## src/rtl/sdram_port_arbiter.sv

```systemverilog
// sdram_port_arbiter
//   Round-robin arbiter sharing one sdram_core_32bit command interface among
//   NPORTS requesters. One command is presented to the core at a time; the
//   core's accept is routed back to the granted port. Accepted reads push the
//   issuing port number into an in-order tag FIFO so each core ack (and its
//   read data) is steered back to the right port.
//
// Ports
//   clk, rst_n                 clock, async active-low reset
//   req_addr/req_wdata         per-port address / write data, flattened
//   req_wr/req_rd              per-port command requests, held until accepted
//   req_accept                 one-hot: core took that port's command
//   req_ack/req_rdata          one-hot read completion + broadcast data
//   core_*                     command/response interface to sdram_core_32bit
//   busy                       command in flight or reads outstanding
//   err_spur_ack               sticky: core acked with no read outstanding
module sdram_port_arbiter #(
    parameter int NPORTS       = 4,
    parameter int ADDR_W       = 32,
    parameter int DATA_W       = 32,
    parameter int MAX_RD_OUTST = 4
) (
    input  logic                     clk,
    input  logic                     rst_n,
    input  logic [NPORTS*ADDR_W-1:0] req_addr,
    input  logic [NPORTS*DATA_W-1:0] req_wdata,
    input  logic [NPORTS-1:0]        req_wr,
    input  logic [NPORTS-1:0]        req_rd,
    output logic [NPORTS-1:0]        req_accept,
    output logic [NPORTS-1:0]        req_ack,
    output logic [DATA_W-1:0]        req_rdata,
    output logic [ADDR_W-1:0]        core_addr,
    output logic [DATA_W-1:0]        core_wdata,
    output logic                     core_wr,
    output logic                     core_rd,
    input  logic                     core_accept,
    input  logic                     core_ack,
    input  logic [DATA_W-1:0]        core_rdata,
    output logic                     busy,
    output logic                     err_spur_ack
);
    localparam int PW = (NPORTS > 1) ? $clog2(NPORTS) : 1;
    localparam int FW = (MAX_RD_OUTST > 1) ? $clog2(MAX_RD_OUTST) : 1;
    localparam int CW = $clog2(MAX_RD_OUTST + 1);

    typedef enum logic {IDLE, ISSUE} state_t;

    state_t            state, state_nxt;
    logic [PW-1:0]     rr_ptr, gnt, sel;
    logic              gnt_is_wr, found;
    logic [NPORTS-1:0] elig;
    logic              cmd, accept, push, pop;

    logic [PW-1:0]     fifo_mem [MAX_RD_OUTST];
    logic [FW-1:0]     wr_ptr, rd_ptr;
    logic [CW-1:0]     count;
    logic              fifo_full, fifo_empty;
    logic [PW-1:0]     head;

    assign fifo_full  = (count == CW'(MAX_RD_OUTST));
    assign fifo_empty = (count == '0);
    assign head       = fifo_mem[rd_ptr];

    // Reads are held off while the tag FIFO is full; writes never are.
    for (genvar p = 0; p < NPORTS; p++) begin : g_elig
        assign elig[p] = req_wr[p] | (req_rd[p] & ~fifo_full);
    end

    // First eligible port at or after rr_ptr, wrapping.
    always_comb begin
        int idx;
        sel   = '0;
        found = 1'b0;
        idx   = 0;
        for (int i = 0; i < NPORTS; i++) begin
            idx = int'(rr_ptr) + i;
            if (idx >= NPORTS) idx = idx - NPORTS;
            if (!found && elig[idx]) begin
                found = 1'b1;
                sel   = PW'(idx);
            end
        end
    end

    // Command mux: qualified by the live request so a dropped request
    // disappears from the core in the same cycle.
    always_comb begin
        core_addr  = '0;
        core_wdata = '0;
        core_wr    = 1'b0;
        core_rd    = 1'b0;
        if (state == ISSUE) begin
            core_addr  = req_addr[int'(gnt)*ADDR_W +: ADDR_W];
            core_wdata = req_wdata[int'(gnt)*DATA_W +: DATA_W];
            core_wr    = gnt_is_wr & req_wr[gnt];
            core_rd    = ~gnt_is_wr & req_rd[gnt];
        end
    end

    assign cmd    = core_wr | core_rd;
    assign accept = core_accept & cmd;
    assign push   = accept & ~gnt_is_wr;
    assign pop    = core_ack & ~fifo_empty;

    always_comb begin
        req_accept = '0;
        req_ack    = '0;
        if (accept) req_accept[gnt] = 1'b1;
        if (pop)    req_ack[head]   = 1'b1;
    end

    assign req_rdata = pop ? core_rdata : '0;
    assign busy      = (state == ISSUE) | ~fifo_empty;

    always_comb begin
        state_nxt = state;
        case (state)
            IDLE:    if (found) state_nxt = ISSUE;
            ISSUE:   if (!cmd || accept) state_nxt = IDLE;
            default: state_nxt = IDLE;
        endcase
    end

    always_ff @(posedge clk or negedge rst_n) begin
        if (!rst_n) begin
            state        <= IDLE;
            rr_ptr       <= '0;
            gnt          <= '0;
            gnt_is_wr    <= 1'b0;
            wr_ptr       <= '0;
            rd_ptr       <= '0;
            count        <= '0;
            err_spur_ack <= 1'b0;
        end else begin
            state <= state_nxt;
            if (state == IDLE && found) begin
                gnt       <= sel;
                gnt_is_wr <= req_wr[sel];
            end
            if (accept)
                rr_ptr <= (gnt == PW'(NPORTS - 1)) ? '0 : gnt + PW'(1);
            if (push)
                wr_ptr <= (wr_ptr == FW'(MAX_RD_OUTST - 1)) ? '0 : wr_ptr + FW'(1);
            if (pop)
                rd_ptr <= (rd_ptr == FW'(MAX_RD_OUTST - 1)) ? '0 : rd_ptr + FW'(1);
            case ({push, pop})
                2'b10:   count <= count + CW'(1);
                2'b01:   count <= count - CW'(1);
                default: count <= count;
            endcase
            if (core_ack && fifo_empty) err_spur_ack <= 1'b1;
        end
    end

    // Tag storage needs no reset: entries are only read behind the count.
    always_ff @(posedge clk) begin
        if (push) fifo_mem[wr_ptr] <= gnt;
    end
endmodule

```

## config.mk

```make
export PLATFORM = sky130hd
export DESIGN_NAME = sdram_port_arbiter
export DESIGN_NICKNAME = d
export VERILOG_FILES = /design/src/rtl/sdram_port_arbiter.sv
export SDC_FILE = /design/constraint.sdc
export NUM_CORES = 1
export LEC_CHECK = 0
export ABC_AREA = 1
export BUFFER_PORTS_ARGS = -buffer_cell sky130_fd_sc_hd__buf_4
export CORE_AREA = 2 2 159 161
export DETAILED_ROUTE_END_ITERATION = 16
export DIE_AREA = 0 0 161 163
export PLACE_DENSITY = 0.42
export REMOVE_ABC_BUFFERS = 1
export SETUP_SLACK_MARGIN = 0.15
export SLEW_MARGIN = 15
export SYNTH_ARGS = -nofsm -noshare
export SYNTH_HDL_FRONTEND = slang
export SYNTH_SLANG_ARGS = --single-unit
```

## constraint.sdc

```tcl
create_clock -name clk -period 5.9 [get_ports clk]
set_input_delay 0 -clock clk [delete_from_list [all_inputs] [get_ports clk]]
set_output_delay 0 -clock clk [all_outputs]
set_load 0.01 [all_outputs]
```

==> run summary <==
The main combinational cell family by area after synthesis was simple AND/OR/NAND/NOR gates. At the worst endpoint, the required time is 5900 ps. The analysis attributes to cell leakage a power of 3.795 nW.

The flow ran to the end, and the final reports show no timing, DRC or antenna violations. The run gives 1 as the initial antenna violation count. For this run, the post-layout net count is 1442. Average via count per standard cell: 4.179.

The measured slew at the worst slew-check pin was 1031 ps. The cell count after placement came out at 1454. Among cell families on the critical path, the largest total delay comes from buffers and inverters. Input and output buffers added on the ports amount to 407. Yosys printed 0 warnings. For this run the aggregate overflow at the end of global routing stands at 0. The number of gates resized after CTS was 0. The leading cell type in the layout, fill and taps excluded is buf_4. STA classifies the critical path startpoint as a flip-flop.

The longest clock path from root to sink contains 2 buffers. The number of global-route vias before repair was 5873. Routability-driven placement finished with a final weighted congestion of 0.8727. The count of nets left with antenna violations once routing finished came out at 0.

The floorplan has 58 rows. The die outline area came out at 26240 um2. On the critical path, the stage with the largest delay is an instance of dfrtp_2.

The register area share after synthesis was 0.1517; the total design power was 3.068 mW. In the post-synthesis netlist, the biggest area contributors are nor2_1 29%, o21ai_0 18%, a21oi_1 9.4%, dfrtp_1 9.0%, inv_1 6.3%. The number of hold violations in the final report is 0, and the clock-pin slew reported for the worst setup and hold paths after clock tree synthesis is 60 ps. Setup repair after global routing left no endpoint under its margin. Die width: 161 um. XOR/XNOR share of the synthesized area: 0.008679. The worst setup path is captured at a primary output. The total global-route track usage is 0.1680.

The height of the die is 163 um, and the number of filler cells placed in the layout is 2867. On the worst path, the slowest cell contributes a delay of 680 ps. The area share of fa/ha/maj cells after synthesis works out to 0.03729.

Across all hold checks on the routed design, the worst slack comes to 7.940 ps. For the combinational power share, the log shows 0.839. The tree is rooted in a clkbuf_16. The mapped netlist covers 3892 um2. The run gives 1.696 mW as the reported net switching power.

Number of H-tree levels: 1. The wire length per cell after detailed routing was 16.02 um; the reg2reg setup slack was 2840 ps. The first global-routing pass estimated 34490 um of wire. The clock net sink count came out at 22. The clock tree skew after final layout was 2.170 ps; the total of endpoints with negative setup slack in the final report was 0. Relative to the synthesized area, the layout overhead comes to 87.53%. The basic-gate share of the synthesized area counting and, or, nand and nor cells works out to 0.3950. The detailed router placed 6106 vias in this run. For the worst endpoint data arrival time, the log shows 3170 ps. TritonCTS built the clock tree. The top cell types in the final layout, fill and taps aside, are 413 x buf_4, 303 x nor2_1, 137 x o21ai_0. The max-slew headroom at the worst pin came out at 0.3124. Area fraction in compound gates after synthesis: 0.2851. Walking the worst path, the cells encountered are buf_4, inv_2, buf_4, nor2_1, o21ai_0, a21oi_1, buf_4. The final period utilization was 0.5365; the net switching fraction of the power was 0.5527. The cell seen most often among critical-path stages is buf_4. The fraction of power consumed by sequential logic was 0.110. Based on the critical path, the design can be clocked at up to 315.9 MHz. The run gives 223 as the number of DRC markers in iteration 0. VDD sags by at most 0.0001851 V. The setup path with the least slack is of type flip-flop to primary output. The starting density of the core came out at 0.1578. The type of the worst min-delay path was input port to flip-flop. The portion of synthesized cell area occupied by the leading cell type is 0.2922. The part of the power in the clock network is 0.051. The logs give 24670 um2 for the core area and 112 for the maximum number of pins on one net before global-route repair. The tools report the number of remaining DRC errors as 0. After synthesis the netlist holds a flip-flop and latch count of 22. Wires add up to 23410 um. Dividing total power by cell area gives a power density of 420.3 nW/um2. For the number of violations of the max-capacitance limit, the log shows 0.

The instance count of the mapped netlist is 766, and the internal power summed over all cells is 1.372 mW. The worst register-to-register path has a depth of 14. In the final timing run, aggregate negative setup slack is 0 ps. The worst register-to-register path ends at count[2]. Counting both buffers and inverters, the worst setup path holds a total of 4. The shortest clock period the worst path allows after layout is 3165 ps. The share of cells above drive strength 1 came out at 0.3823.

The tools report the final cell count without fillers as 1461. The final max-slew violation count was 0. The library cell with the largest summed area after synthesis was nor2_1. The tools report the end-of-flow core utilization as 0.2958. Of all nets on the critical path, the largest fanout is 52. The average instance in the mapped netlist occupies 5.082 um2. The number of clock buffers added by TritonCTS is 3. The hold path startpoint was core_accept.

The cell depth of the worst hold path was 2; the count of distinct cell types in the synthesized netlist was 28. The portion of netlist area occupied by mux cells is 0. The endpoint with the worst hold slack was state.

Before antenna repair, the detailed router went through 4 iterations. Once detailed placement completed, the half-perimeter wirelength came to 18490 um. The startpoint identified for the worst register-to-register timing path is gnt[0].

The later pin in the worst-skew pair is clocked with a latency of 250 ps. The boundary pin count is 408.
registers in the layout, summed over array words and instances (netlist names):
| name | count |
|---|---|
| fifo_mem | 8 |
| count | 3 |
| gnt | 2 |
| rd_ptr | 2 |
| rr_ptr | 2 |
| wr_ptr | 2 |
| err_spur_ack | 1 |
| gnt_is_wr | 1 |
| state | 1 |
stage by stage:
step                worst slack [ps]  area [um2]
finish                          2735        7300
global route                    2492        7300
CTS                             2717        7297
detailed placement              2806        7188
global placement                2790        7188
floorplan                      444.4        3670
layer usage:
layer  global-route usage  share of wire  wire, um
met1               0.1958           0.40      9437
met2               0.3121           0.50     11750
met3              0.04329          0.081      1887
met4              0.03003          0.014       336
met5                    0              0         0
how the worst max path moves through the flow:
stage,cells past startpoint,slack (ps),end,start
2_1_floorplan,14,440,count[2],gnt[0]
3_5_place_dp,14,2810,count[2],gnt[0]
3_3_place_gp,14,2790,count[2],gnt[0]
4_1_cts,7,2720,core_wdata[9],gnt[1]
6_report,7,2730,core_addr[0],gnt[1]
5_1_grt,7,2490,core_wdata[9],gnt[1]
cells by family after synthesis:
group,count (synthesis)
xor+xnor,3
flops,22
fa+ha+maj,11
buf+inv,121
simple gates,393
compound gates,216
power by group through the flow:
stage	Combinational, mW	Clock, mW	Sequential, mW
2_1_floorplan	1.38	0	0.403
3_3_place_gp	2.62	0	0.345
3_5_place_dp	2.60	0	0.345
4_1_cts	2.61	0.159	0.340
5_1_grt	2.90	0.169	0.355
6_report	2.57	0.155	0.339
Yosys cell counts:
library cell and count:
o21ai_0 137, a31o_2 1, a21oi_1 73, inv_1 65
or2_1 1, nand2_2 1, a32oi_1 1, nand4_1 2
o21ai_2 3, xnor2_2 1, edfxtp_1 8, nor2_1 303
nand2_4 1, nor2_4 1, or2_2 1, a2111oi_2 1
ha_1 10, inv_6 1, buf_1 8, fa_1 1
nand3_1 28, buf_2 1, xor2_1 1, xnor2_1 1
nand2_1 55, buf_6 2, dfrtp_1 14, clkbuf_1 44
cell type report:
class                           count  area, um2  area share
Tap cell                          330      412.9     0.05656
Clock buffer                        4      88.84     0.01217
Antenna cell                        1      2.502   0.0003428
Sequential cell                    22      595.6     0.08159
Multi-Input combinational cell    623       2826      0.3872
Inverter                           66      252.7     0.03462
Timing Repair Buffer              415       3120      0.4275
repair_timing:
item                                    CTS  global route
endpoints found under the hold margin    15             0
buffers inserted                          0             0
endpoints found under the setup margin    0             0
hold buffers                              2             0
Note: power is estimated with default switching activity, not from simulation.
